`src/rtl/fifo_wr_arb_pkg.sv`:
```
// fifo_arb_pkg: shared types, default sizes and the round-robin pointer wrap
// helper for the fifo_wr_arb write-port arbiter.
package fifo_arb_pkg;

  typedef enum logic {
    IDLE  = 1'b0,
    BURST = 1'b1
  } arb_state_e;

  localparam int N_REQ_DEF = 4;
  localparam int DW_DEF    = 8;
  localparam int LEN_W_DEF = 4;

  // Next pointer after ptr, wrapping n-1 back to 0 (also for non-power-of-two n).
  function automatic int unsigned rr_next(input int unsigned ptr, input int unsigned n);
    return (ptr + 1 >= n) ? 0 : ptr + 1;
  endfunction

endpackage

```
`src/rtl/fifo_wr_arb_if.sv`:
```
// fifo_wr_arb_if: requester bundle plus FIFO write port seen by fifo_wr_arb.
// master = requesters / FIFO side, slave = the arbiter itself.
interface fifo_wr_arb_if
  import fifo_arb_pkg::*;
#(
  parameter int N_REQ = N_REQ_DEF,
  parameter int DW    = DW_DEF,
  parameter int LEN_W = LEN_W_DEF
);
  localparam int ID_W = $clog2(N_REQ);

  logic [N_REQ-1:0]       req;
  logic [N_REQ*LEN_W-1:0] req_len;
  logic [N_REQ*DW-1:0]    req_data;
  logic [N_REQ-1:0]       gnt;
  logic [N_REQ-1:0]       data_ack;
  logic                   w_en;
  logic [DW-1:0]          w_data;
  logic                   w_full;
  logic                   busy;
  logic [ID_W-1:0]        cur_id;

  modport master (
    output req, req_len, req_data, w_full,
    input  gnt, data_ack, w_en, w_data, busy, cur_id
  );

  modport slave (
    input  req, req_len, req_data, w_full,
    output gnt, data_ack, w_en, w_data, busy, cur_id
  );

endinterface

```
`src/rtl/fifo_wr_arb_rr_arbiter.sv`:
```
// rr_arbiter: combinational round-robin pick. Scans from ptr_i upwards with
// wrap and returns the first requester found as one-hot and as an index.
// Option macro FIFO_WR_ARB_PRIO0_EN: requester 0 wins outright whenever it
// requests; the rest share the round-robin scan.
module rr_arbiter
  import fifo_arb_pkg::*;
#(
  parameter int N_REQ = N_REQ_DEF
) (
  input  logic [N_REQ-1:0]         req_i,
  input  logic [$clog2(N_REQ)-1:0] ptr_i,
  output logic [N_REQ-1:0]         gnt_oh_o,
  output logic [$clog2(N_REQ)-1:0] gnt_idx_o,
  output logic                     any_o
);
  localparam int ID_W = $clog2(N_REQ);

  logic [N_REQ-1:0] req_rr;
  logic [ID_W:0]    idx;

`ifdef FIFO_WR_ARB_PRIO0_EN
  // Requester 0 is handled by the override below, keep it out of the scan.
  assign req_rr = req_i & ~N_REQ'(1);
`else
  assign req_rr = req_i;
`endif

  // Round-robin scan starting at the pointer; the first hit wins.
  always_comb begin
    gnt_oh_o  = '0;
    gnt_idx_o = '0;
    any_o     = 1'b0;
    idx       = '0;
    for (int k = 0; k < N_REQ; k++) begin
      idx = {1'b0, ptr_i} + (ID_W+1)'(k);
      if (idx >= (ID_W+1)'(N_REQ)) idx = idx - (ID_W+1)'(N_REQ);
      if (!any_o && req_rr[idx[ID_W-1:0]]) begin
        any_o                     = 1'b1;
        gnt_oh_o[idx[ID_W-1:0]]   = 1'b1;
        gnt_idx_o                 = idx[ID_W-1:0];
      end
    end
`ifdef FIFO_WR_ARB_PRIO0_EN
    if (req_i[0]) begin
      gnt_oh_o  = N_REQ'(1);
      gnt_idx_o = '0;
      any_o     = 1'b1;
    end
`endif
  end

endmodule

```
`src/rtl/fifo_wr_arb.sv`:
```
// fifo_wr_arb: shares the FIFO write port among N_REQ burst producers.
// IDLE picks a winner, BURST streams len+1 beats honouring w_full.
// Option macro FIFO_WR_ARB_PRIO0_EN: strict priority for requester 0, and
// the round-robin pointer never lands on index 0.
module fifo_wr_arb
  import fifo_arb_pkg::*;
#(
  parameter int N_REQ = N_REQ_DEF,
  parameter int DW    = DW_DEF,
  parameter int LEN_W = LEN_W_DEF
) (
  input  logic          w_clk,
  input  logic          rst,
  fifo_wr_arb_if.slave  bus
);
  localparam int ID_W = $clog2(N_REQ);

  arb_state_e       state_q, state_d;
  logic [LEN_W-1:0] cnt_q, cnt_d;
  logic [ID_W-1:0]  cur_id_q, cur_id_d;
  logic [ID_W-1:0]  rr_ptr_q, rr_ptr_d;
  logic [N_REQ-1:0] gnt_q, gnt_d;

  logic [N_REQ-1:0] win_oh;
  logic [ID_W-1:0]  win_idx;
  logic             win_any;
  logic [ID_W-1:0]  next_ptr;
  logic             in_burst;
  logic             wr_fire;

  logic [DW-1:0]    data_a [N_REQ];
  logic [LEN_W-1:0] len_a  [N_REQ];

  // Unpack the flat per-requester buses into indexable arrays.
  genvar gi;
  generate
    for (gi = 0; gi < N_REQ; gi++) begin : g_slice
      assign data_a[gi] = bus.req_data[gi*DW +: DW];
      assign len_a[gi]  = bus.req_len[gi*LEN_W +: LEN_W];
    end
  endgenerate

  rr_arbiter #(.N_REQ(N_REQ)) u_rr_arbiter (
    .req_i     (bus.req),
    .ptr_i     (rr_ptr_q),
    .gnt_oh_o  (win_oh),
    .gnt_idx_o (win_idx),
    .any_o     (win_any)
  );

  assign in_burst = (state_q == BURST);
  // w_full is a registered FIFO flag, so this short combinational path is safe.
  assign wr_fire  = in_burst & ~bus.w_full;

  assign bus.w_en     = wr_fire;
  assign bus.w_data   = in_burst ? data_a[cur_id_q] : '0;
  assign bus.data_ack = gnt_q & {N_REQ{wr_fire}};
  assign bus.gnt      = gnt_q;
  assign bus.busy     = in_burst;
  assign bus.cur_id   = cur_id_q;

  // Pointer for the next arbitration: one past the finishing requester.
  always_comb begin
    next_ptr = ID_W'(rr_next(32'(cur_id_q), N_REQ));
`ifdef FIFO_WR_ARB_PRIO0_EN
    if (next_ptr == '0) next_ptr = ID_W'(1);
`endif
  end

  // Next-state logic: grant in IDLE, count beats down in BURST.
  always_comb begin
    state_d  = state_q;
    cnt_d    = cnt_q;
    cur_id_d = cur_id_q;
    rr_ptr_d = rr_ptr_q;
    gnt_d    = gnt_q;
    case (state_q)
      IDLE: begin
        if (win_any) begin
          state_d  = BURST;
          gnt_d    = win_oh;
          cur_id_d = win_idx;
          cnt_d    = len_a[win_idx];
        end
      end
      BURST: begin
        if (wr_fire) begin
          if (cnt_q == '0) begin
            state_d  = IDLE;
            gnt_d    = '0;
            rr_ptr_d = next_ptr;
          end else begin
            cnt_d = cnt_q - LEN_W'(1);
          end
        end
      end
      default: state_d = IDLE;
    endcase
  end

  // State registers; reset abandons any partial burst immediately.
  always_ff @(posedge w_clk or posedge rst) begin
    if (rst) begin
      state_q  <= IDLE;
      cnt_q    <= '0;
      cur_id_q <= '0;
      rr_ptr_q <= '0;
      gnt_q    <= '0;
    end else begin
      state_q  <= state_d;
      cnt_q    <= cnt_d;
      cur_id_q <= cur_id_d;
      rr_ptr_q <= rr_ptr_d;
      gnt_q    <= gnt_d;
    end
  end

endmodule
```
`src/flat_wrapper.sv`:
```
// flat-port wrapper written by rule: the top's interface ports become plain ports
module fifo_wr_arb_flat import fifo_arb_pkg::*;
#(
  parameter int N_REQ = N_REQ_DEF,
  parameter int DW    = DW_DEF,
  parameter int LEN_W = LEN_W_DEF
)
  (w_clk, rst, bus_req, bus_req_len, bus_req_data, bus_w_full, bus_gnt, bus_data_ack, bus_w_en, bus_w_data, bus_busy, bus_cur_id);
  fifo_wr_arb_if #(.N_REQ(N_REQ), .DW(DW), .LEN_W(LEN_W)) bus_i ();
  input  logic w_clk;
  input  logic rst;
  input wire logic [$bits(bus_i.req)-1:0] bus_req;
  input wire logic [$bits(bus_i.req_len)-1:0] bus_req_len;
  input wire logic [$bits(bus_i.req_data)-1:0] bus_req_data;
  input wire logic [$bits(bus_i.w_full)-1:0] bus_w_full;
  output wire logic [$bits(bus_i.gnt)-1:0] bus_gnt;
  output wire logic [$bits(bus_i.data_ack)-1:0] bus_data_ack;
  output wire logic [$bits(bus_i.w_en)-1:0] bus_w_en;
  output wire logic [$bits(bus_i.w_data)-1:0] bus_w_data;
  output wire logic [$bits(bus_i.busy)-1:0] bus_busy;
  output wire logic [$bits(bus_i.cur_id)-1:0] bus_cur_id;
  assign bus_i.req = bus_req;
  assign bus_i.req_len = bus_req_len;
  assign bus_i.req_data = bus_req_data;
  assign bus_i.w_full = bus_w_full;
  assign bus_gnt = bus_i.gnt;
  assign bus_data_ack = bus_i.data_ack;
  assign bus_w_en = bus_i.w_en;
  assign bus_w_data = bus_i.w_data;
  assign bus_busy = bus_i.busy;
  assign bus_cur_id = bus_i.cur_id;
  fifo_wr_arb #(.N_REQ(N_REQ), .DW(DW), .LEN_W(LEN_W)) u_core (.w_clk(w_clk), .rst(rst), .bus(bus_i));
endmodule
```
`config.mk`:
```
export PLATFORM = sky130hd
export DESIGN_NAME = fifo_wr_arb_flat
export DESIGN_NICKNAME = d
export VERILOG_FILES = /design/src/rtl/fifo_wr_arb_pkg.sv /design/src/rtl/fifo_wr_arb_if.sv /design/src/rtl/fifo_wr_arb_rr_arbiter.sv /design/src/rtl/fifo_wr_arb.sv /design/src/flat_wrapper.sv
export SDC_FILE = /design/constraint.sdc
export NUM_CORES = 1
export LEC_CHECK = 0
export ABC_AREA = 1
export BUFFER_PORTS_ARGS = -buffer_cell sky130_fd_sc_hd__buf_2
export CAP_MARGIN = 15
export CORE_ASPECT_RATIO = 0.8
export CORE_MARGIN = 2
export CORE_UTILIZATION = 48
export DETAILED_ROUTE_END_ITERATION = 10
export HOLD_SLACK_MARGIN = 0.1
export PLACE_DENSITY = 0.81
export REMOVE_ABC_BUFFERS = 1
export SKIP_CTS_REPAIR_TIMING = 1
export SLEW_MARGIN = 20
export SYNTH_ARGS = -nofsm -noshare
export SYNTH_HDL_FRONTEND = slang
export SYNTH_SLANG_ARGS = --single-unit
export TNS_END_PERCENT = 5
```
`constraint.sdc`:
```
create_clock -name w_clk -period 2.7 [get_ports w_clk]
set_input_delay 0.405 -clock w_clk [delete_from_list [all_inputs] [get_ports w_clk]]
set_output_delay 0.405 -clock w_clk [all_outputs]
set_load 0.02 [all_outputs]
```
# ---- Word-level counts from Yosys, hierarchy flattened
# Index checks and enable logic that the tools add are counted.
dict set report word_totals {
  word_cells 109
  reg_bits 13
  in_bits 55
}
dict set report classes {
  n_reduce_logical 15
  addsub 9
  n_mux 52
  n_eq_ne 4
  magnitude_cmp 15
  bitwise_logic 9
}
# operator n
set op_table {}
lappend op_table {{$mux W4} 12}
lappend op_table {{$mux W8} 3}
lappend op_table {{$ge A3 B3 Y1 const B} 6}
lappend op_table {{$mux W2} 9}
lappend op_table {{$bmux W8 S2} 1}
lappend op_table {{$pmux W4 S2} 2}
lappend op_table {{$mux W1} 15}
lappend op_table {{$lt A2 B3 Y1 const B} 4}
lappend op_table {{$or A4 B4 Y4} 3}
lappend op_table {{$reduce_and A3 Y1} 3}
lappend op_table {{$bmux W1 S2} 4}
lappend op_table {{$bmux W4 S2} 1}
lappend op_table {{$demux W1 S2} 4}
lappend op_table {{$ge A2 B1 Y1 const B} 4}
lappend op_table {{$ne A2 B2 Y1 const B} 4}
lappend op_table {{$sub A2 B1 Y2 const B} 4}
lappend op_table {{$logic_and A1 B1 Y1} 7}
lappend op_table {{$add A2 B1 Y3 const B} 2}
lappend op_table {{$add A2 B2 Y3 const B} 2}
lappend op_table {{$not A2 Y3} 2}
lappend op_table {{$and A4 B4 Y4} 1}
lappend op_table {{$logic_not A4 Y1} 1}
lappend op_table {{$sub A4 B1 Y4 const B} 1}
lappend op_table {{$ge A2 B3 Y1 const B} 1}
lappend op_table {{5 further kinds} 8}

# ---- Depth between registers and ports, before layout
# Gate-level depths: netlist of run 1.
dict set report logic_depth {
  depth_word 20
  mapped_depth 15
}

# ---- Cells and area by module
# From an unflattened synthesis of run 1, not the netlist that was laid out.
dict set report unflattened {
  cells_unflattened 264
  hier_area_um2 1556.5
}
# module seq_area_each_um2 cells_each area_each_um2 n_inst
set modules_own_cells {}
lappend modules_own_cells {fifo_wr_arb 325.3 190 1116.1 1}
lappend modules_own_cells {rr_arbiter 0.0 74 440.4 1}

# ---- Worst setup path before layout of run 1
# No wires, ideal clock.
dict set report synth_path {
  path_kind {reg-to-reg}
  startpoint {register u_core.rr_ptr_q[0]}
  endpoint {register u_core.cnt_q[3]}
  synth_period_minus_slack_ps 2164
  setup_time_ps 116
  required_time_ps 2584
  arrival_time_ps 2048
  n_path_buf 0
  stages_incl_launch_ff 15
  setup_slack_ps 536
  path_cell_list {dfrtp_1 inv_4 ha_1 inv_1 nand3_1 nand2_1 nand3_4 nand3_4 inv_2 nand2_1 nand2_1 nand2_1 nand3_1 nand2_1 nand2_1}
}
dict set report synth_between {
  elab_chain_cells 20
  elab_cells_between_ends 45
  classes_between {add/sub (7); order compare (4); eq/ne (1); mux (25); bitwise (1); reduce/logical (7)}
}
# item line
set synth_rtl {}
lappend synth_rtl {{start, declared} fifo_wr_arb.sv:21} ;# logic [ID_W-1:0] rr_ptr_q, rr_ptr_d;
lappend synth_rtl {{start signal, assigned} fifo_wr_arb.sv:113} ;# rr_ptr_q <= rr_ptr_d;
lappend synth_rtl {{branches (longest 20 deep; another with $add A2 B1 Y3)} -}
lappend synth_rtl {{end signal, assigned} fifo_wr_arb.sv:111} ;# cnt_q <= cnt_d;
lappend synth_rtl {{end, declared} fifo_wr_arb.sv:19} ;# logic [LEN_W-1:0] cnt_q, cnt_d;
# Parallel ways; which one is timed is not known. The select of a mux whose other input is x is not followed.
# A chain may end at the register's enable or synchronous reset.

# ---- Worst setup path in the final report of run 1
dict set report layout_path {
  startpoint {register u_core.rr_ptr_q[1]}
  endpoint {register u_core.cnt_q[3]}
}
# The elaborated chain is that of the path after synthesis.

==> results.md, run 1 <==
* Cell Pwr Density at 1320 nW/µm²
* Mean Syn Cell Area at 6.28 µm²
* Chip width at 69.7 µm
* CP arrival at 2600 ps
* Final period util at 0.913
* Largest net degree at the start of global routing at 20
* Post-route DRC at 0
* Worst-Skew Late Latency at 250 ps
* #FFs+latches synth at 13
* Layout cells sized above 1 at 0.325
* Final setup vio count at 0
* H-tree depth at 1
* Area of the multi-input gates at 1150 µm²
* Fillers at 341
* ANT nets after route at 0
* All-Layer GR Usage at 0.228
* Final Hold Viols at 0
* Min Tclk post-route at 2470 ps
* Die area at slightly below 4000 µm²
* Root Driver: clkbuf_8
* CTS Buf Count at 3
* Rows at 19
* GPL Wtd Cong at 0.877
* Routing usage on met1 at 0.340
* Number of enable flip-flop cells after synthesis at 0
* Rel. slew slack at 0.641
* Cells after DPL at 376
* Num Clock Sinks at 13
* Leakage at about 1.2 nW
* Setup crit start kind: flop
* Post-DP HPWL at 3530 µm
* Max Cap Violations at 0
* Syn. warnings at 0
* Top FF cell, synth: dfrtp_1
* Fin Clk Skew at 3.88 ps
* Reg area at 327 µm²
* Max rail drop VDD at 767 µV
* CTS tree: built
* First-pass GRT wire length at 7510 µm
* Seq/Total Area, Yosys at 0.196
* Worst EP required at 2840 ps
* Via density at 5.08
* Critical-path maximum fanout at 10
* CTS Buffer Depth at 2
* First drt pass iteration count at 5
* Post-route insts no fill at 380
* CP Class: flop to flop
* Critical Path Sink Type: flop
* Unique cell type count in the Yosys netlist at 33
* Core Box Area at 3380 µm²
* Vias in the first global route at between 1,500 and 2,000
* Clk slew on worst S/H paths at 60 ps
* Synth Cell Area at 1660 µm²
* HP Class: primary input to async pin
* Achievable Freq at 406 MHz
* IO Port Bufs at 74
* Via count at 1,932
* GR Layer Usage met2 at 0.364
* Setup TNS at 0 ps
* Final Max Tran Viols at 0
* Post-Synthesis Cells at 264
* Worst Tran Pin Value at around 540 ps
* Initial antenna violation count at 0
* RSZ-0062 raised after global routing: no
* Die height at 56.6 µm
* Global route overflow at 0
* Initial drt markers at roughly 110
* Status: complete, no violations
* Mean routed wirelength per cell at 11.7 µm
* Io pins at 75
* Antenna fix cells at 0
* Initial Utilization at 0.491
* Post-synth ARST share at 1.00
* WL final at approximately 4500 µm
* Met3 usage at 0.0323
* Most crowded layer after global routing: met2
* Layout Nets at 405
* Layout area overhead at 27.5%
==> worst max-delay path, stage by stage, from the launching register on <==
cell and delay, ps:
dfrtp_2 460, inv_1 250, ha_2 370, inv_1 130, nand3_1 90, nand2_1 250, nand3_4 180, nand3_4 170
inv_2 60, nand2_1 50, nand2_1 50, nand2_1 60, nand3_1 90, nand2_1 100, nand2_1 50
==> cells in the mapped netlist, types with 2 or more instances <==
library cell,count,share of area
a31oi_1,2,0.0075
o21ai_0,25,0.075
nor2_8,2,0.024
inv_1,38,0.086
nand2_2,9,0.034
a221oi_1,2,0.011
nand3_4,2,0.021
inv_2,2,0.0045
nand2_1,50,0.11
nor2_1,42,0.095
nand4_1,5,0.019
ha_1,11,0.083
nand3_2,3,0.018
nand2_4,4,0.027
a21oi_1,14,0.042
clkbuf_1,3,0.0068
nand3_1,18,0.054
a22oi_1,2,0.0091
dfrtp_1,13,0.20
o22ai_1,4,0.015
==> stage by stage <==
| step | hold slack [ps] | instance area [µm²] | setup slack, ps | util | total power, mW |
|---|---|---|---|---|---|
| 2_1_floorplan | 282 | 1620 | 525 | - | 2.04 |
| 3_3_place_gp | 463 | 2060 | 311 | 0.611 | 2.52 |
| 3_5_place_dp | 460 | 2060 | 181 | 0.611 | 2.57 |
| 4_1_cts | 204 | 2110 | 162 | 0.624 | 2.76 |
| 5_1_grt | 221 | 2110 | 35.1 | 0.626 | 3.07 |
| 6_report | 173 | 2110 | 234 | 0.626 | 2.79 |
==> area by class of cell <==
type / instances / area share
inverter: 41 / 0.0740
timing repair buffer: 76 / 0.182
clock buffer: 4 / 0.0213
sequential: 13 / 0.155
tap: 42 / 0.0249
multi-input combinational: 204 / 0.543
==> power by group <==
group          switching (mW)  total [mW]  internal [mW]
Clock                  0.0745       0.179          0.104
Combinational            1.47        2.22          0.756
Sequential              0.109       0.391          0.281
==> final timing paths <==
kind | cells after the start | start | endpoint | slack, ps
worst max-delay path | 14 | u_core.rr_ptr_q[1] | u_core.cnt_q[3] | 230
worst min-delay path | 2 | rst | u_core.rr_ptr_q[0] | 170
worst max register to register | 14 | u_core.rr_ptr_q[1] | u_core.cnt_q[3] | 230
worst min register to register | 2 | u_core.cnt_q[3] | u_core.cnt_q[3] | 500
max in group asynchronous | 2 | rst | u_core.rr_ptr_q[1] | 2170
min in group w_clk | 2 | u_core.cnt_q[3] | u_core.cnt_q[3] | 500
==> cell families (layout without fill, tap and decap cells) <==
logic type,count (synthesis),in the layout,share of synthesized area
buffers and inverters,47,121,0.115
DFF,13,13,0.196
and+or+nand+nor,140,140,0.428
AOI/OAI and AO/OA,53,53,0.178
adders and majority gates,11,11,0.0830
==> state kept, by name, summed over array words and instances, names as in the netlist <==
signal,count
u_core.rr_ptr_q,2
u_core.bus.cur_id,2
u_core.cnt_q,4
u_core.bus.busy,1
u_core.bus.gnt,4
==> metal layers <==
layer | routed length, µm | vias to the layer above
li1 | - | 1005
met1 | 2150 | 851
met2 | 1990 | 70
met3 | 298 | 6
met4 | 22 | 0
met5 | 0 | -
==> cell usage in the layout (no fill, tap or decap) <==
| cell | Yosys | final |
|---|---|---|
| a21oi_1 | 14 | 14 |
| a21oi_2 | 1 | 1 |
| a221oi_1 | 2 | 2 |
| a22oi_1 | 2 | 2 |
| a31oi_1 | 2 | 2 |
| buf_2 | 1 | 74 |
| buf_4 | 0 | 2 |
| clkbuf_1 | 3 | 1 |
| clkbuf_8 | 1 | 3 |
| dfrtp_1 | 13 | 12 |
| dfrtp_2 | 0 | 1 |
| ha_1 | 11 | 10 |
| ha_2 | 0 | 1 |
| inv_1 | 38 | 38 |
| inv_2 | 2 | 2 |
| inv_4 | 1 | 1 |
| nand2_1 | 50 | 49 |
| nand2_2 | 9 | 10 |
| nand2_4 | 4 | 4 |
| nand3_1 | 18 | 18 |
| nand3_2 | 3 | 3 |
| nand3_4 | 2 | 2 |
| nand3b_1 | 1 | 1 |
| nand4_1 | 5 | 5 |
| nor2_1 | 42 | 42 |
| nor2_2 | 1 | 1 |
| nor2_4 | 1 | 1 |
| nor2_8 | 2 | 2 |
| nor3_1 | 1 | 1 |
| o21ai_0 | 25 | 25 |
| o21ai_1 | 1 | 1 |
| o21ai_2 | 1 | 1 |
| o22ai_1 | 4 | 4 |
| o31ai_1 | 1 | 1 |
| or2_2 | 1 | 1 |
(Power assumes the default switching activity.)
==> run 2: changes to the inputs <==
Settings changed: ABC_AREA 1 to not set, CORE_UTILIZATION 48 to 47.
==> run 2 against run 1 <==
  * Combinational power shrank 34%
  * Total power shrank 27%
  * Sequential cell count is the same
  * Worst setup slack gained 210 ps
==> results.md, run 2 <==
* Vias in the first global route at 1,286
* Cell Pwr Density at roughly 1000 nW/µm²
* #FFs+latches synth at 13
* Leading post-synthesis cells by cell area: dfrtp_1, mux4_2, ha_1
* CP arrival at approximately 1900 ps
* Status: complete, no violations
* GPL Wtd Cong at between 0.8 and 0.9
* Io pins at 75
* Placement Setup Slack at ~500 ps
* Layout area overhead at 27.6%
* CTS Buffer Depth at 2
* Setup TNS at 0 ps
* Most frequent cells in the layout: buf_2, and2_1, dfrtp_1
* R2R Path End: u_core.bus.gnt[3]
* Unique cell type count in the Yosys netlist at 46
* Seq/Total Area, Yosys at 0.212
* First drt pass iteration count at 4
* CP Class: flop to output port
* Largest net degree at the start of global routing at 17
* Post-synth ARST share at 1.00
* Post-synth top cells: and2_1, dfrtp_1, ha_1
* Worst-Skew Late Latency at around 250 ps
* Fin Clk Skew at 3.61 ps
* Worst EP required at ~2300 ps
* Mean Syn Cell Area at 9.85 µm²
* Initial drt markers at 53
* Reg power frac at 0.199
* Launching point of the worst reg2reg path: u_core.rr_ptr_q[1]
* Min Tclk post-route at 2260 ps
* Post-DP HPWL at 2910 µm
* Num Clock Sinks at 13
* Clk pwr share at 0.088
* Psw at 0.980 mW
* Final period util at 0.837
* Root Driver: clkbuf_8
* Die height at ~55 µm
* Post-Synthesis Cells at 156
* Critical Path Sink Type: output port
* Achievable Freq at 443 MHz
* Int Pwr at between 1 and 1.5 mW
* R2r worst-path depth at 6
* Final Hold Viols at 0
* First-pass GRT wire length at around 5700 µm
* RSZ-0062 raised after global routing: no
* H-tree depth at 1
* IO Port Bufs at 74
* Max Cap Violations at 0
* Syn. warnings at 0
* CTS tree: built
* Pwr Total at 2.05 mW
* Final WS setup at 441 ps
* All-Layer GR Usage at 0.205
* CTS Buf Count at 3
* Max rail drop VDD at between 500 and 600 µV
* ANT nets after route at 0
* Antenna fix cells at 0
* Share of the synthesized area in the top cell type at 0.212
* Layout cells sized above 1 at 0.456
* R2R Setup Slk at about 500 ps
* Number of enable flip-flop cells after synthesis at 0
* Via density at 5.55
* Final setup vio count at 0
* Via count at 1,476
* Global route overflow at 0
* Mean routed wirelength per cell at between 10 and 15 µm
* Critical-path maximum fanout at 12
* Rel. slew slack at 0.617
* Most common cell after layout, fill and taps aside: buf_2
* Synth area leader: dfrtp_1
* Layout Nets at 293
* Combinational power share at 0.713
* Clk slew on worst S/H paths at 60 ps
* Core Box Area at 3110 µm²
* Top FF cell, synth: dfrtp_1
* Hold Slack at 174 ps
* Fillers at 260
* Switching Fraction at 0.478
* Setup crit start kind: flop
* Worst Tran Pin Value at around 570 ps
* Rows at 18
* Synth Cell Area at 1540 µm²
* Leakage at 0.965 nW
* WL final at 3660 µm
* Chip width at slightly below 70 µm
* HP Class: primary input to async pin
* Initial Utilization at 0.494
* Post-route DRC at 0
* Final Max Tran Viols at 0
* Die area at 3750 µm²
* Initial antenna violation count at 0
-- run 2: layout make-up --
type,instances,area (µm²),share of cell area
flip-flops and latches,13,325,0.166
repair buffers,77,393,0.200
clock buffers,3,41.3,0.0211
clock inverters,1,5.00,0.00255
well taps,40,50.0,0.0255
inverters,8,30.0,0.0153
multi-input cells,124,1120,0.569
-- run 2: worst max-delay path by stage --
stage	startpoint	end	slack [ps]	cells past startpoint
3_3_place_gp	bus_req[1]	u_core.cnt_q[0]	550	6
4_1_cts	u_core.bus.cur_id[0]	bus_w_data[2]	410	3
5_1_grt	u_core.bus.cur_id[0]	bus_w_data[2]	320	3
6_report	u_core.bus.cur_id[0]	bus_w_data[2]	440	3
2_1_floorplan	u_core.rr_ptr_q[0]	u_core.cnt_q[1]	290	7
3_5_place_dp	u_core.rr_ptr_q[1]	u_core.bus.gnt[3]	500	6
-- run 2: cell families (layout without fill, tap and decap cells) --
kind of cell	Yosys count	after routing	synth area share
and+or+nand+nor	53	53	0.193
adders and majority gates	11	11	0.0896
buffers and inverters	19	89	0.0619
AOI/OAI and AO/OA	37	37	0.212
muxes	23	23	0.232
DFF	13	13	0.212
-- run 2: power groups by stage --
stage / clock [mW] / sequential (mW) / combinational [mW]
after floorplan: 0 / 0.490 / 1.00
after global placement: 0 / 0.410 / 1.43
after detailed placement: 0 / 0.412 / 1.45
after CTS: 0.183 / 0.409 / 1.46
after global routing: 0.194 / 0.429 / 1.61
final: 0.180 / 0.409 / 1.46
-- run 2: critical path, stage by stage, from the launching register on --
cell and delay [ps]:
dfrtp_1 710, mux4_2 580, and2_1 170, buf_2 150
-- run 2: through the flow --
| stage | util | instances | instance area, µm² |
|---|---|---|---|
| after floorplan | - | 145 | 1470 |
| after global placement | 0.616 | 262 | 1910 |
| after detailed placement | 0.616 | 262 | 1910 |
| after CTS | 0.631 | 266 | 1960 |
| after global routing | 0.631 | 266 | 1960 |
| final | 0.631 | 266 | 1960 |
-- run 2: metal layers --
| metal | routed length (µm) | track usage | part of all wire |
|---|---|---|---|
| met1 | 1700 | 0.286 | 0.47 |
| met2 | 1730 | 0.319 | 0.47 |
| met3 | 186 | 0.0405 | 0.051 |
| met4 | 46 | 0.0667 | 0.013 |
| met5 | 0 | 0 | 0 |
